`src/rtl/step_pulse_gen.sv`:
```
// step_pulse_gen
// Converts a per-tick signed microstep request into STEP/DIR pulses for a
// stepper driver. Each rising edge of sync_sim_clock adds delta_steps to a
// saturating backlog. The FSM then emits one fixed-width STEP pulse per
// microstep, with a minimum low gap between pulses and a DIR setup delay
// after every direction change.
//
// Ports
//   clock          system clock, all logic on its rising edge
//   reset_n        asynchronous active-low reset
//   enable         high allows new pulses (or direction changes) to start
//   sync_sim_clock simulator tick, same clock domain; one tick per rising edge
//   delta_steps    signed microsteps added to the backlog per tick
//   step           STEP output, driven straight from a flop
//   dir            DIR output, 1 = positive motion
//   motor_pos      signed running total of emitted microsteps (wraps)
//   busy           FSM not idle or backlog non-zero
//   overflow       sticky backlog saturation flag, cleared only by reset
module step_pulse_gen #(
    parameter int WIDTH       = 16,
    parameter int PULSE_WIDTH = 50,
    parameter int PULSE_GAP   = 50,
    parameter int DIR_SETUP   = 25
) (
    input  logic                    clock,
    input  logic                    reset_n,
    input  logic                    enable,
    input  logic                    sync_sim_clock,
    input  logic signed [WIDTH-1:0] delta_steps,
    output logic                    step,
    output logic                    dir,
    output logic signed [WIDTH-1:0] motor_pos,
    output logic                    busy,
    output logic                    overflow
);

    localparam int TMAX0 = (PULSE_WIDTH > PULSE_GAP) ? PULSE_WIDTH : PULSE_GAP;
    localparam int TMAX  = (TMAX0 > DIR_SETUP) ? TMAX0 : DIR_SETUP;
    localparam int TW    = (TMAX < 2) ? 1 : $clog2(TMAX);

    localparam logic [TW-1:0] T_HIGH = TW'(PULSE_WIDTH - 1);
    localparam logic [TW-1:0] T_LOW  = TW'(PULSE_GAP - 1);
    localparam logic [TW-1:0] T_DIR  = TW'(DIR_SETUP - 1);

    // Backlog arithmetic is done two bits wider so that backlog + delta - 1
    // can never wrap before it is clamped.
    localparam logic signed [WIDTH+1:0] BL_MAX = {3'b000, {(WIDTH-1){1'b1}}};
    localparam logic signed [WIDTH+1:0] BL_MIN = {3'b111, {(WIDTH-1){1'b0}}};

    typedef enum logic [1:0] {
        IDLE,
        DIR_WAIT,
        PULSE_HIGH,
        PULSE_LOW
    } state_t;

    state_t                  state, state_nxt;
    logic [TW-1:0]           timer, timer_nxt;
    logic                    step_nxt;
    logic                    dir_nxt;
    logic                    sim_prev;
    logic                    tick;
    logic                    pulse_done;
    logic signed [WIDTH-1:0] backlog, backlog_nxt;
    logic signed [WIDTH+1:0] bl_inc, bl_dec, bl_sum;
    logic                    bl_sat;
    logic signed [WIDTH-1:0] pos_delta;
    logic                    backlog_pos;

    function automatic logic signed [WIDTH-1:0] sat_backlog(input logic signed [WIDTH+1:0] v);
        if (v > BL_MAX)
            return BL_MAX[WIDTH-1:0];
        else if (v < BL_MIN)
            return BL_MIN[WIDTH-1:0];
        else
            return v[WIDTH-1:0];
    endfunction

    function automatic logic is_saturated(input logic signed [WIDTH+1:0] v);
        return (v > BL_MAX) || (v < BL_MIN);
    endfunction

    assign tick        = sync_sim_clock & ~sim_prev;
    assign pulse_done  = (state == PULSE_HIGH) && (timer == '0);
    assign backlog_pos = !backlog[WIDTH-1] && (backlog != '0);
    assign busy        = (state != IDLE) || (backlog != '0);

    // A tick and a pulse completion in the same cycle are merged into one
    // update. The completed pulse always retires in the latched direction,
    // even if a tick has since pushed the backlog through zero.
    always_comb begin
        bl_inc = '0;
        bl_dec = '0;
        if (tick)
            bl_inc = {{2{delta_steps[WIDTH-1]}}, delta_steps};
        if (pulse_done)
            bl_dec = dir ? {{(WIDTH+1){1'b0}}, 1'b1} : {(WIDTH+2){1'b1}};
        bl_sum      = {{2{backlog[WIDTH-1]}}, backlog} + bl_inc - bl_dec;
        backlog_nxt = sat_backlog(bl_sum);
        bl_sat      = is_saturated(bl_sum);
        pos_delta   = dir ? {{(WIDTH-1){1'b0}}, 1'b1} : {WIDTH{1'b1}};
    end

    always_comb begin
        state_nxt = state;
        timer_nxt = timer;
        step_nxt  = step;
        dir_nxt   = dir;
        case (state)
            IDLE: begin
                if (enable && (backlog != '0)) begin
                    if (backlog_pos == dir) begin
                        state_nxt = PULSE_HIGH;
                        step_nxt  = 1'b1;
                        timer_nxt = T_HIGH;
                    end else begin
                        state_nxt = DIR_WAIT;
                        dir_nxt   = backlog_pos;
                        timer_nxt = T_DIR;
                    end
                end
            end
            DIR_WAIT: begin
                if (timer == '0) begin
                    state_nxt = PULSE_HIGH;
                    step_nxt  = 1'b1;
                    timer_nxt = T_HIGH;
                end else begin
                    timer_nxt = timer - 1'b1;
                end
            end
            PULSE_HIGH: begin
                if (timer == '0) begin
                    state_nxt = PULSE_LOW;
                    step_nxt  = 1'b0;
                    timer_nxt = T_LOW;
                end else begin
                    timer_nxt = timer - 1'b1;
                end
            end
            PULSE_LOW: begin
                if (timer == '0)
                    state_nxt = IDLE;
                else
                    timer_nxt = timer - 1'b1;
            end
            default: begin
                state_nxt = IDLE;
                step_nxt  = 1'b0;
                timer_nxt = '0;
            end
        endcase
    end

    // sim_prev resets high so a sync_sim_clock that is already high when
    // reset is released does not count as a tick.
    always_ff @(posedge clock or negedge reset_n) begin
        if (!reset_n) begin
            state     <= IDLE;
            timer     <= '0;
            step      <= 1'b0;
            dir       <= 1'b0;
            sim_prev  <= 1'b1;
            backlog   <= '0;
            motor_pos <= '0;
            overflow  <= 1'b0;
        end else begin
            state    <= state_nxt;
            timer    <= timer_nxt;
            step     <= step_nxt;
            dir      <= dir_nxt;
            sim_prev <= sync_sim_clock;
            backlog  <= backlog_nxt;
            if (pulse_done)
                motor_pos <= motor_pos + pos_delta;
            if (bl_sat)
                overflow <= 1'b1;
        end
    end

endmodule
```
`config.mk`:
```
export PLATFORM = sky130hd
export DESIGN_NAME = step_pulse_gen
export DESIGN_NICKNAME = d
export VERILOG_FILES = /design/src/rtl/step_pulse_gen.sv
export SDC_FILE = /design/constraint.sdc
export NUM_CORES = 1
export LEC_CHECK = 0
export ABC_AREA = 1
export BUFFER_PORTS_ARGS = -buffer_cell sky130_fd_sc_hd__buf_2
export CORE_MARGIN = 2
export CORE_UTILIZATION = 23
export CTS_CLUSTER_SIZE = 25
export DETAILED_ROUTE_END_ITERATION = 12
export GPL_TIMING_DRIVEN = 1
export PLACE_DENSITY = 0.43
export SKIP_LAST_GASP = 1
export SLEW_MARGIN = 5
export SYNTH_ARGS = -nofsm -noshare
export SYNTH_HDL_FRONTEND = slang
export SYNTH_SLANG_ARGS = --single-unit
```
`constraint.sdc`:
```
create_clock -name clock -period 9.25 [get_ports clock]
set_clock_uncertainty 0.05 [all_clocks]
set_input_delay 0.4625 -clock clock [delete_from_list [all_inputs] [get_ports clock]]
set_output_delay 0.4625 -clock clock [all_outputs]
set_load 0.05 [all_outputs]
```
== Yosys cells after proc, flatten, opt, wreduce, memory -nomap -nowiden ==
Index checks and enable logic that the tools add are counted.
Word-level totals
  logic and storage cells: 65
  bits in registers: 44
Operators by class
  bitwise gates (word level): 3
  reductions and logical operators: 16
  $add $sub $neg: 4
  equality and inequality tests: 10
  muxes and demuxes: 22
  magnitude comparators: 2
Operator list (number)
  two-way mux 18 bit: 3
  two-way mux 16 bit: 3
  two-way mux 6 bit: 4
  adder 18 bit: 1
  greater-than comparator 18 x 16 -> 1 bit (second input constant): 1
  < comparator 18 x 16 -> 1 bit (second input constant): 1
  one-hot mux 6 bit (3 select lines): 1
  subtractor 18 bit: 1
  adder 16 bit: 1
  nonzero test 16 bit: 1
  two-way mux 2 bit: 5
  != test 2 bit (second input constant): 5
  one-hot mux 2 bit (4 select lines): 1
  zero test 6 bit: 1
  subtractor 6 x 1 -> 6 bit (second input constant): 1
  AND reduction 5 bit: 1
  equality test 2 bit (second input constant): 2
  two-way mux 1 bit: 4
  AND reduction 4 bit: 1
  logical AND 1 bit: 3
  one-hot mux 1 bit (3 select lines): 1
  AND reduction 3 bit: 1
  nonzero test 3 bit: 1
  equality test 2 x 1 -> 1 bit (second input constant): 1
  other kinds (10): 12

== Depth between registers and ports, before layout ==
Gate-level depths: netlist of run 1.
  depth after elaboration: 8
  gate-level depth with buffers: 24
  depth with buffers taken out: 23

== Worst setup path after synthesis of run 1 ==
No wires, ideal clock.
  path kind: reg-to-reg
  start: register timer[0]
  end: register overflow
  slack: 4664 ps
  arrival time: 4407 ps
  stages on the path, launching flop included: 24
  cell sequence: dfrtp_1 -> inv_1 -> ha_1 -> nand4_4 -> nor2_8 -> inv_1 -> nor2_1 -> inv_1 -> fa_1 -> inv_1 -> fa_1 -> inv_1 -> nand3_1 -> nand2_1 -> nand2_1 -> nand2_2 -> nand2_1 -> nand2_1 -> nand2_1 -> nand2_1 -> nand2_2 -> nand2_4 -> buf_8 -> nand3_1
On the way
  word-level cells in the longest chain between the ends: 6
Ends and longest elaborated chain
  start: declaration: RTL line 58  | logic [TW-1:0] timer, timer_nxt;
  start signal: assignment: RTL line 169  | timer <= timer_nxt;
  zero test 6 bit (*): RTL line 84  | assign pulse_done = (state == PULSE_HIGH) && (timer == '0);
  logical AND 1 bit (*): RTL line 84
  two-way mux 18 bit (*): RTL line 96  | if (pulse_done)
  subtractor 18 bit (*): RTL line 98  | bl_sum = {{2{backlog[WIDTH-1]}}, backlog} + bl_inc - bl_dec;
  greater-than comparator 18 x 16 -> 1 bit / < comparator 18 x 16 -> 1 bit (equally long branches): RTL line 80  | return (v > BL_MAX) || (v < BL_MIN);
  logical OR 1 bit (*): RTL line 80
  end signal: assignment: RTL line 166  | overflow <= 1'b0;
  end signal: assignment: RTL line 177  | overflow <= 1'b1;
  end: declaration: RTL line 34  | output logic overflow
Mark *: on every way between the ends. The rest lies on a longest branch, timed or not.
A chain may end at the register's enable or synchronous reset.

== Worst setup path after layout of run 1 ==
Same ends and word-level chain as after synthesis.

==> results.py, run 1 <==
metrics = {
    "outcome": {
        "status": "finished clean",
    },
    "routing": {
        "wl_met3_um": 238,
        "firstDrtPassIters": 5,
        "antenna_left": 0,
        "vias": 3653,
        "drc": 0,
        "dr.first_iter.drc_count": 188,
        "via_per_inst": 4.15,
        "wl_met1_mm": 5.75,
        "wirelength_mm": 10.9,
        "highest_layer": "met4",
        "routedWlPerCell_um": 12.4,
        "wl_met2_mm": 4.88,
    },
    "clock_network": {
        "numCtsBuffers": 5,
        "cts_hold_buf": 0,
        "cts_tree": "built",
        "cts_root_buf": "clkbuf_16",
        "cts.sinks": 44,
        "ctsResizeCount": 0,
        "clockBufferDepth": 2,
        "cts.clk_slew.worst_paths_ps": 70,
        "post-cts-setup-buffers": 0,
        "cts.htree.levels": 2,
        "worstSkewPairLatency_ps": 300,
    },
    "timing": {
        "whs_ps": 225,
        "fin_setup_tns_ps": 0,
        "setup_viol": 0,
        "max_freq_ghz": 0.223,
        "maxSlewHeadroom_pct": 30.0,
        "worst_pin_slew_ps": 1050,
        "post-route-min-period_ps": 4480,
        "fin_crit_sh_pct": 48.4,
        "grt_setup_unrepaired": "false",
        "hold_viol_final": 0,
        "drv_slew": 0,
    },
    "placement": {
        "place_area_um2": 4750,
        "hpwl_mm": 8.80,
        "port_buffers": 39,
        "gp_congestion": 0.783,
    },
    "critical_path": {
        "criticalPathCategory": "register to register",
        "crit_path_start_kind": "register",
        "crit_arrival_ps": 4580,
        "crit_required_ps": 9350,
        "endpoint_kind": "register",
        "critPathMaxFanout": 24,
    },
    "grt": {
        "grt_max_degree": 45,
        "grt-ovfl-total": 0,
        "grt_pass1_vias": 3763,
        "grt_pass1_wl_mm": 19.0,
        "antenna_found_initial": 0,
        "grt_use_total_pct": 11.8,
    },
    "finish": {
        "fin_area_um2": 4920,
        "area_growth_pct": 14.6,
        "n_antenna_cell": 0,
        "nNetsFinal": 727,
        "drive_above_1_share_pct": 12.0,
    },
    "yosys": {
        "syn_area_um2": 4300,
        "ys_warn_count": 0,
        "synth_top_cell_area_share_pct": 25.1,
        "synth_xor_area_share_pct": 5.10,
        "synth_nets": 685,
        "synthSimpleGateAreaFrac_pct": 30.9,
        "syn-mean-instance-area_um2": 7.05,
        "postSynthCellCount": 609,
        "synth_edf_count": 0,
        "synth_compound_gate_area_share_pct": 8.59,
        "async_reset_ff_share_pct": 100,
        "synth_cell_types": 38,
        "yosysTopAreaCell": "dfrtp_1",
        "synth-seq-area-share_pct": 25.7,
        "synth_mux_area_share_pct": 0,
        "synth.area.top_cells": "dfrtp_1, nand2_1, ha_1, inv_1, fa_1",
        "synthAdderAreaFrac_pct": 19.3,
        "post-synth-top-count-cell": "nand2_1",
        "synth_top_family_by_area": "simple AND/OR/NAND/NOR gates",
        "yosys_most_used_dff": "dfrtp_1",
        "ys_ff_latch": 44,
        "synth_common_cells": "nand2_1, inv_1, dfrtp_1",
    },
    "pwr": {
        "power_density_nw_per_um2": 320,
        "leakage_nw": 2.73,
        "peakVddDrop_mv": 0.155,
    },
    "die": {
        "dieHeight_um": 141,
        "io_pins": 40,
        "die_w_um": 141,
        "num_rows": 49,
        "start_util_pct": 23.7,
        "dieArea_um2": 19800,
        "core_um2": 18100,
    },
    "flow_run": {
        "maxCapViolCount": 0,
    },
    "hold_path": {
        "hp-class": "primary input to register",
    },
}
==> power breakdown <==
| part | internal (W) | switching [W] |
|---|---|---|
| Sequential | 0.000246 | 0.0000149 |
| Clock | 0.000129 | 0.0000860 |
| Combinational | 0.000380 | 0.000719 |
==> worst paths after layout <==
check,slack (ps),from,cells after the start,to
worst max register to register,4770,timer[0],23,overflow
worst min register to register,430,step,2,step
worst max-delay path,4770,timer[0],23,overflow
worst min-delay path,230,sync_sim_clock,1,sim_prev
min in group asynchronous,300,reset_n,1,motor_pos[7]
max in group asynchronous,8190,reset_n,1,step
==> logic make-up (layout without fill, tap and decap cells) <==
| logic type | count (synthesis) | count (layout) |
|---|---|---|
| compound gates | 66 | 66 |
| flops | 44 | 44 |
| simple gates | 304 | 304 |
| fa+ha+maj | 56 | 56 |
| xor+xnor | 25 | 25 |
| buf+inv | 114 | 157 |
==> flip-flops by register name, indices dropped and copies added, names as in the netlist <==
register,flops
timer,6
backlog,16
overflow,1
sim_prev,1
motor_pos,16
step,1
state,2
dir,1
==> cell usage in the layout (no fill, tap or decap), types with 4 or more instances in the layout <==
master and instances:
nand2_2 11, dfrtp_1 43, ha_1 39, o21bai_1 5, fa_1 17, xor2_1 14, inv_1 106, o21ai_0 26
a21oi_1 27, nand3_1 35, buf_2 39, clkbuf_16 5, nand3b_1 5, nand4_1 6, nand2_1 202, nor2_2 4
xnor2_1 11, nor2_1 29
==> final cells by class <==
class | instances | area [um2]
Fill cell | 2014 | 13200
Multi-Input combinational cell | 451 | 2750
Sequential cell | 44 | 1100
Inverter | 108 | 405
Tap cell | 229 | 287
Timing Repair Buffer | 41 | 210
Clock buffer | 5 | 125
Clock inverter | 3 | 46.3
==> through the flow <==
stage	util [%]	std cells	total power [W]	worst slack, ps
detailed placement	26.2	873	0.00138	4670
CTS	27.1	881	0.00160	4650
finish	27.1	881	0.00158	4770
floorplan	-	609	0.00117	4660
global route	27.1	881	0.00181	4240
global placement	26.2	873	0.00139	4770
==> worst max-delay path, cell delays in order (launching register included) <==
cell and delay, ps:
dfrtp_1 380, inv_1 110, ha_1 200, nand4_4 190, nor2_8 220, inv_1 340, nor2_2 170, buf_4 310
inv_1 150, fa_1 560, inv_1 70, fa_1 460, inv_1 70, nand3_1 60, nand2_1 130, nand2_1 80
nand2_2 80, nand2_1 80, nand2_1 80, nand2_1 50, nand2_1 60, nand2_1 50, nand2_2 270, nand3_1 120
==> routing by layer <==
layer	global-route usage [%]	up-vias
met3	1.36	4
met5	0	-
met2	19.3	42
li1	-	1988
met1	17.2	1619
met4	1.58	0
No activity file was read; power rests on OpenSTA's default activity.
==> run 2: changes to the inputs <==
==> constraint.sdc (replaced) <==
create_clock -name clock -period 4.6 [get_ports clock]
set_clock_uncertainty 0.05 [all_clocks]
set_input_delay 0.23 -clock clock [delete_from_list [all_inputs] [get_ports clock]]
set_output_delay 0.23 -clock clock [all_outputs]
set_load 0.05 [all_outputs]
==> run 2 against run 1 <==
  * Combinational power grew 100%
  * Critical path type unchanged
  * Global-route usage grew 0.078 points
  * Register-to-register slack lost 4100 ps
  * Maximum frequency grew 14%
  * Design area grew 0.36%
==> results.py, run 2 (same netlist as run 1, synthesis figures left out) <==
metrics = {
    "outcome": {
        "status": "finished clean",
    },
    "finish": {
        "nFillCells": 2056,
        "instances_no_fill": 884,
        "final_cell_mix": "nand2_1, inv_1, dfrtp_1, ha_1, buf_2",
        "area_growth_pct": 15.0,
        "drive_above_1_share_pct": 12.1,
        "nNetsFinal": 730,
        "n_antenna_cell": 0,
        "final_common_cell": "nand2_1",
        "largestRegisters": "backlog: 16 flops, motor_pos: 16 flops, timer: 6 flops",
    },
    "pwr": {
        "sequentialPowerShare_pct": 16.4,
        "swShare_pct": 52.3,
        "power_w": 0.00318,
        "power.switching_w": 0.00166,
        "leakage_nw": 2.75,
        "combPwrFrac_pct": 70.4,
        "p_int_w": 0.00152,
        "clock_power_share_pct": 13.2,
        "power_density_nw_per_um2": 644,
        "peakVddDrop_mv": 0.335,
    },
    "flow_run": {
        "maxCapViolCount": 0,
    },
    "critical_path": {
        "r2r_cells": 18,
        "critPathMaxFanout": 16,
        "reg2reg_from": "timer[0]",
        "endpoint_kind": "register",
        "crit_arrival_ps": 4050,
        "criticalPathCategory": "register to register",
        "crit_required_ps": 4710,
        "reg2reg_slack_ps": 660,
        "crit_path_start_kind": "register",
        "reg2reg_to": "overflow",
        "max_stage_delay_ps": 430,
        "cp_slowest_cell": "fa_1",
        "path_cells": "inv_1 > ha_1 > nand4_4 > nor2_8 > inv_1 > nor2_2 > buf_4 > fa_1 > inv_1 > ha_1 > a21oi_1 > nand2_1 > a21oi_1 > nand3_1 > nand2_1 > nand2_1 > nand2_2 > nand3_1",
    },
    "grt": {
        "antenna_found_initial": 0,
        "grt-ovfl-total": 0,
        "grt_use_total_pct": 11.9,
        "grt_pass1_wl_mm": 18.7,
        "grt_pass1_vias": 3734,
        "grt_max_degree": 45,
    },
    "clock_network": {
        "post-cts-setup-buffers": 0,
        "worstSkewPairLatency_ps": 290,
        "numCtsBuffers": 5,
        "ctsResizeCount": 0,
        "clockBufferDepth": 2,
        "cts.htree.levels": 2,
        "cts_tree": "built",
        "cts_root_buf": "clkbuf_16",
        "cts.clk_slew.worst_paths_ps": 70,
        "cts_hold_buf": 1,
        "cts.sinks": 44,
    },
    "die": {
        "num_rows": 49,
        "start_util_pct": 23.7,
        "die_w_um": 141,
        "dieArea_um2": 19800,
        "dieHeight_um": 141,
        "core_um2": 18100,
        "io_pins": 40,
    },
    "timing": {
        "whs_ps": 74.1,
        "post-route-min-period_ps": 3940,
        "fin_setup_tns_ps": 0,
        "setup_viol": 0,
        "drv_slew": 0,
        "hold_viol_final": 0,
        "grt_setup_unrepaired": "false",
        "max_freq_ghz": 0.254,
        "worst_pin_slew_ps": 1060,
        "fin_crit_sh_pct": 85.7,
        "maxSlewHeadroom_pct": 29.3,
    },
    "placement": {
        "port_buffers": 39,
        "hpwl_mm": 8.99,
        "gp_congestion": 0.810,
        "dp.cells": 875,
    },
    "routing": {
        "drc": 0,
        "routedWlPerCell_um": 12.7,
        "via_per_inst": 4.24,
        "wl_met1_mm": 5.57,
        "wirelength_mm": 11.2,
        "wl_met2_mm": 5.29,
        "vias": 3745,
        "firstDrtPassIters": 6,
        "highest_layer": "met4",
        "antenna_left": 0,
        "dr.first_iter.drc_count": 182,
        "wl_met3_um": 254,
    },
    "hold_path": {
        "hp-class": "primary input to async pin",
    },
}
run 2: how the worst max path moves through the flow:
stage	startpoint	endpoint	slack, ps	cells past startpoint
2_1_floorplan	timer[0]	overflow	10	23
5_1_grt	timer[1]	overflow	290	18
3_3_place_gp	timer[0]	overflow	740	18
6_report	timer[0]	overflow	660	18
3_5_place_dp	timer[0]	overflow	670	18
4_1_cts	timer[0]	overflow	650	18
run 2: power groups by stage:
stage | logic, W | clock network [W] | registers [W]
after floorplan | 0.00183 | 0 | 0.000524
after global placement | 0.00226 | 0 | 0.000530
after detailed placement | 0.00227 | 0 | 0.000532
after CTS | 0.00228 | 0.000437 | 0.000526
after global routing | 0.00261 | 0.000450 | 0.000534
final | 0.00224 | 0.000420 | 0.000523
run 2: worst max-delay path: cells and delay by family (launching register included):
kind / cells / cell delay, ps
fa+ha+maj: 3 / 920
compound gates: 2 / 520
flops: 1 / 370
simple gates: 9 / 1400
buf+inv: 4 / 510
run 2: metal layers:
| metal | GRT usage (%) | up-vias |
|---|---|---|
| met4 | 2.32 | 0 |
| met2 | 20.5 | 31 |
| met1 | 15.6 | 1721 |
| li1 | - | 1984 |
| met5 | 0 | - |
| met3 | 2.24 | 9 |
run 2: stage by stage:
| step | area, um2 | worst slack [ps] | utilization (%) |
|---|---|---|---|
| finish | 4940 | 660 | 27.2 |
| global route | 4940 | 291 | 27.2 |
| CTS | 4940 | 653 | 27.2 |
| detailed placement | 4760 | 671 | 26.3 |
| global placement | 4760 | 744 | 26.3 |
| floorplan | 4300 | 13.8 | - |
run 2: area by class of cell:
type	count	area, um2	share of cell area (%)
clock buffer	6	129	2.61
clock inverter	2	35.0	0.709
inverter	108	405	8.21
multi-input combinational	451	2750	55.6
sequential	44	1100	22.3
tap	229	287	5.80
timing repair buffer	44	235	4.76
==> run 3: changes to the inputs <==
--- a/config.mk
+++ b/config.mk
@@ -8,11 +8,11 @@
 export ABC_AREA = 1
 export BUFFER_PORTS_ARGS = -buffer_cell sky130_fd_sc_hd__buf_2
 export CORE_MARGIN = 2
-export CORE_UTILIZATION = 23
+export CORE_UTILIZATION = 55
 export CTS_CLUSTER_SIZE = 25
 export DETAILED_ROUTE_END_ITERATION = 12
 export GPL_TIMING_DRIVEN = 1
-export PLACE_DENSITY = 0.43
+export PLACE_DENSITY = 0.8
 export SKIP_LAST_GASP = 1
 export SLEW_MARGIN = 5
 export SYNTH_ARGS = -nofsm -noshare
==> constraint.sdc (replaced) <==
create_clock -name clock -period 4.9 [get_ports clock]
set_clock_uncertainty 0.05 [all_clocks]
set_input_delay 0.245 -clock clock [delete_from_list [all_inputs] [get_ports clock]]
set_output_delay 0.245 -clock clock [all_outputs]
set_load 0.05 [all_outputs]
==> run 3 against run 2 <==
  * Critical path depth grew 4
  * Worst hold slack lost 6.4 ps
  * Via count grew 4.1%
  * Highest routed layer unchanged
  * Global-route usage grew 12 points
  * Clock power shrank 30%
  * First-iteration DRC count shrank 27%
  * Largest power group unchanged
  * Design area shrank 4.4%
==> results.py, run 3 (same netlist as run 1, synthesis figures left out) <==
metrics = {
    "critical_path": {
        "criticalPathCategory": "register to register",
        "reg2reg_slack_ps": 820,
        "endpoint_kind": "register",
        "crit_path_start_kind": "register",
        "critPathMaxFanout": 16,
        "crit_arrival_ps": 4210,
        "crit_required_ps": 5020,
    },
    "clock_network": {
        "numCtsBuffers": 5,
        "cts.htree.levels": 2,
        "cts.clk_slew.worst_paths_ps": 90,
        "worstSkewPairLatency_ps": 310,
        "cts_root_buf": "clkbuf_8",
        "cts_tree": "built",
        "clockBufferDepth": 2,
        "cts.sinks": 44,
    },
    "pwr": {
        "power_density_nw_per_um2": 608,
        "sequentialPowerShare_pct": 17.2,
        "clock_power_share_pct": 10.2,
        "peakVddDrop_mv": 0.846,
        "power.switching_w": 0.00153,
        "swShare_pct": 53.3,
        "leakage_nw": 2.71,
        "combPwrFrac_pct": 72.6,
        "p_int_w": 0.00134,
    },
    "hold_path": {
        "hp-class": "primary input to async pin",
    },
    "timing": {
        "hold_viol_final": 0,
        "drv_slew": 0,
        "fin_crit_sh_pct": 83.3,
        "max_freq_ghz": 0.245,
        "setup_viol": 0,
        "grt_setup_unrepaired": "false",
        "fin_setup_tns_ps": 0,
        "worst_pin_slew_ps": 1040,
        "maxSlewHeadroom_pct": 30.6,
        "setup_slack_ps": 816,
        "whs_ps": 67.7,
        "post-route-min-period_ps": 4080,
    },
    "die": {
        "num_rows": 32,
        "start_util_pct": 56.2,
        "die_w_um": 92.4,
        "io_pins": 40,
        "core_um2": 7650,
        "dieHeight_um": 92.4,
        "dieArea_um2": 8530,
    },
    "routing": {
        "wirelength_mm": 9.69,
        "firstDrtPassIters": 4,
        "dr.first_iter.drc_count": 132,
        "routedWlPerCell_um": 12.8,
        "antenna_left": 0,
        "drc": 0,
        "vias": 3898,
        "via_per_inst": 5.16,
    },
    "grt": {
        "antenna_found_initial": 0,
        "grt-ovfl-total": 0,
        "grt_use_total_pct": 23.9,
        "grt_pass1_vias": 3824,
        "grt_max_degree": 45,
        "grt_pass1_wl_mm": 16.7,
    },
    "finish": {
        "final_cell_mix": "nand2_1, inv_1, dfrtp_1, ha_1, buf_2",
        "nFillCells": 708,
        "nNetsFinal": 729,
        "n_antenna_cell": 0,
        "drive_above_1_share_pct": 12.1,
        "area_growth_pct": 9.87,
        "final_common_cell": "nand2_1",
        "final_util_pct": 61.7,
        "largestRegisters": "backlog: 16 flops, motor_pos: 16 flops, timer: 6 flops",
    },
    "flow_run": {
        "maxCapViolCount": 0,
    },
    "placement": {
        "hpwl_mm": 7.68,
        "gp_congestion": 0.895,
        "place_ws_ps": 794,
        "port_buffers": 39,
    },
    "outcome": {
        "status": "finished clean",
    },
}
==> run 3: cell count changes in the layout (fill, tap and decap cells not counted), sizes merged <==
cell and change:
clkinvlp +1, buf -1, clkbuf -1
==> run 3: worst paths after layout <==
kind / from / to / depth (start not counted)
setup reg to reg: timer[0] / overflow / 22
min in group clock: enable / dir / 4
hold reg to reg: step / step / 2
hold / removal: reset_n / motor_pos[9] / 1
max in group asynchronous: reset_n / motor_pos[15] / 1
setup / recovery: timer[0] / overflow / 22
==> run 3: area by class of cell <==
cell class	instances	area, um2	share of cell area (%)
timing repair buffer	43	228	4.83
clock buffer	5	68.8	1.46
clock inverter	3	42.5	0.901
tap	102	128	2.70
multi-input combinational	451	2750	58.2
sequential	44	1100	23.4
inverter	108	405	8.59
==> run 3: what timing repair did <==
action | in CTS | in global routing
hold buffers | 1 | 0
setup buffers | 0 | 0
endpoints found under the setup margin | 0 | 0
endpoints found under the hold margin | 1 | 0
resized for setup | 0 | 0
==> run 3: metal layers <==
| layer | GRT usage (%) | part of all wire (%) |
|---|---|---|
| met5 | 0 | 0 |
| met4 | 7.71 | 1.4 |
| met3 | 2.36 | 3.5 |
| met2 | 41.8 | 49 |
| met1 | 31.0 | 46 |
==> run 3: critical path, cell delays in order, from the launching register on <==
cell	delay (ps)
dfrtp_1	380
inv_1	100
ha_1	200
nand4_4	190
nor2_8	210
inv_1	90
nor2_2	320
inv_1	160
fa_1	570
inv_1	80
fa_1	460
inv_1	80
nand3_1	60
nand2_1	120
nand2_1	80
nand2_2	80
nand2_1	80
nand2_1	90
nand2_1	50
nand2_1	50
nand2_1	50
nand2_2	260
nand3_1	110
==> run 3: power by group through the flow <==
| stage | Combinational (W) | Clock [W] | Sequential (W) |
|---|---|---|---|
| 6_report | 0.00208 | 0.000293 | 0.000493 |
| 3_5_place_dp | 0.00207 | 0 | 0.000501 |
| 2_1_floorplan | 0.00172 | 0 | 0.000492 |
| 4_1_cts | 0.00208 | 0.000295 | 0.000493 |
| 3_3_place_gp | 0.00200 | 0 | 0.000498 |
| 5_1_grt | 0.00237 | 0.000306 | 0.000500 |
==> run 3: stage by stage <==
step | power (W) | std cells | cell area [um2]
detailed placement | 0.00257 | 747 | 4600
floorplan | 0.00221 | 609 | 4300
CTS | 0.00287 | 756 | 4720
global route | 0.00318 | 756 | 4720
global placement | 0.00250 | 747 | 4600
finish | 0.00287 | 756 | 4720
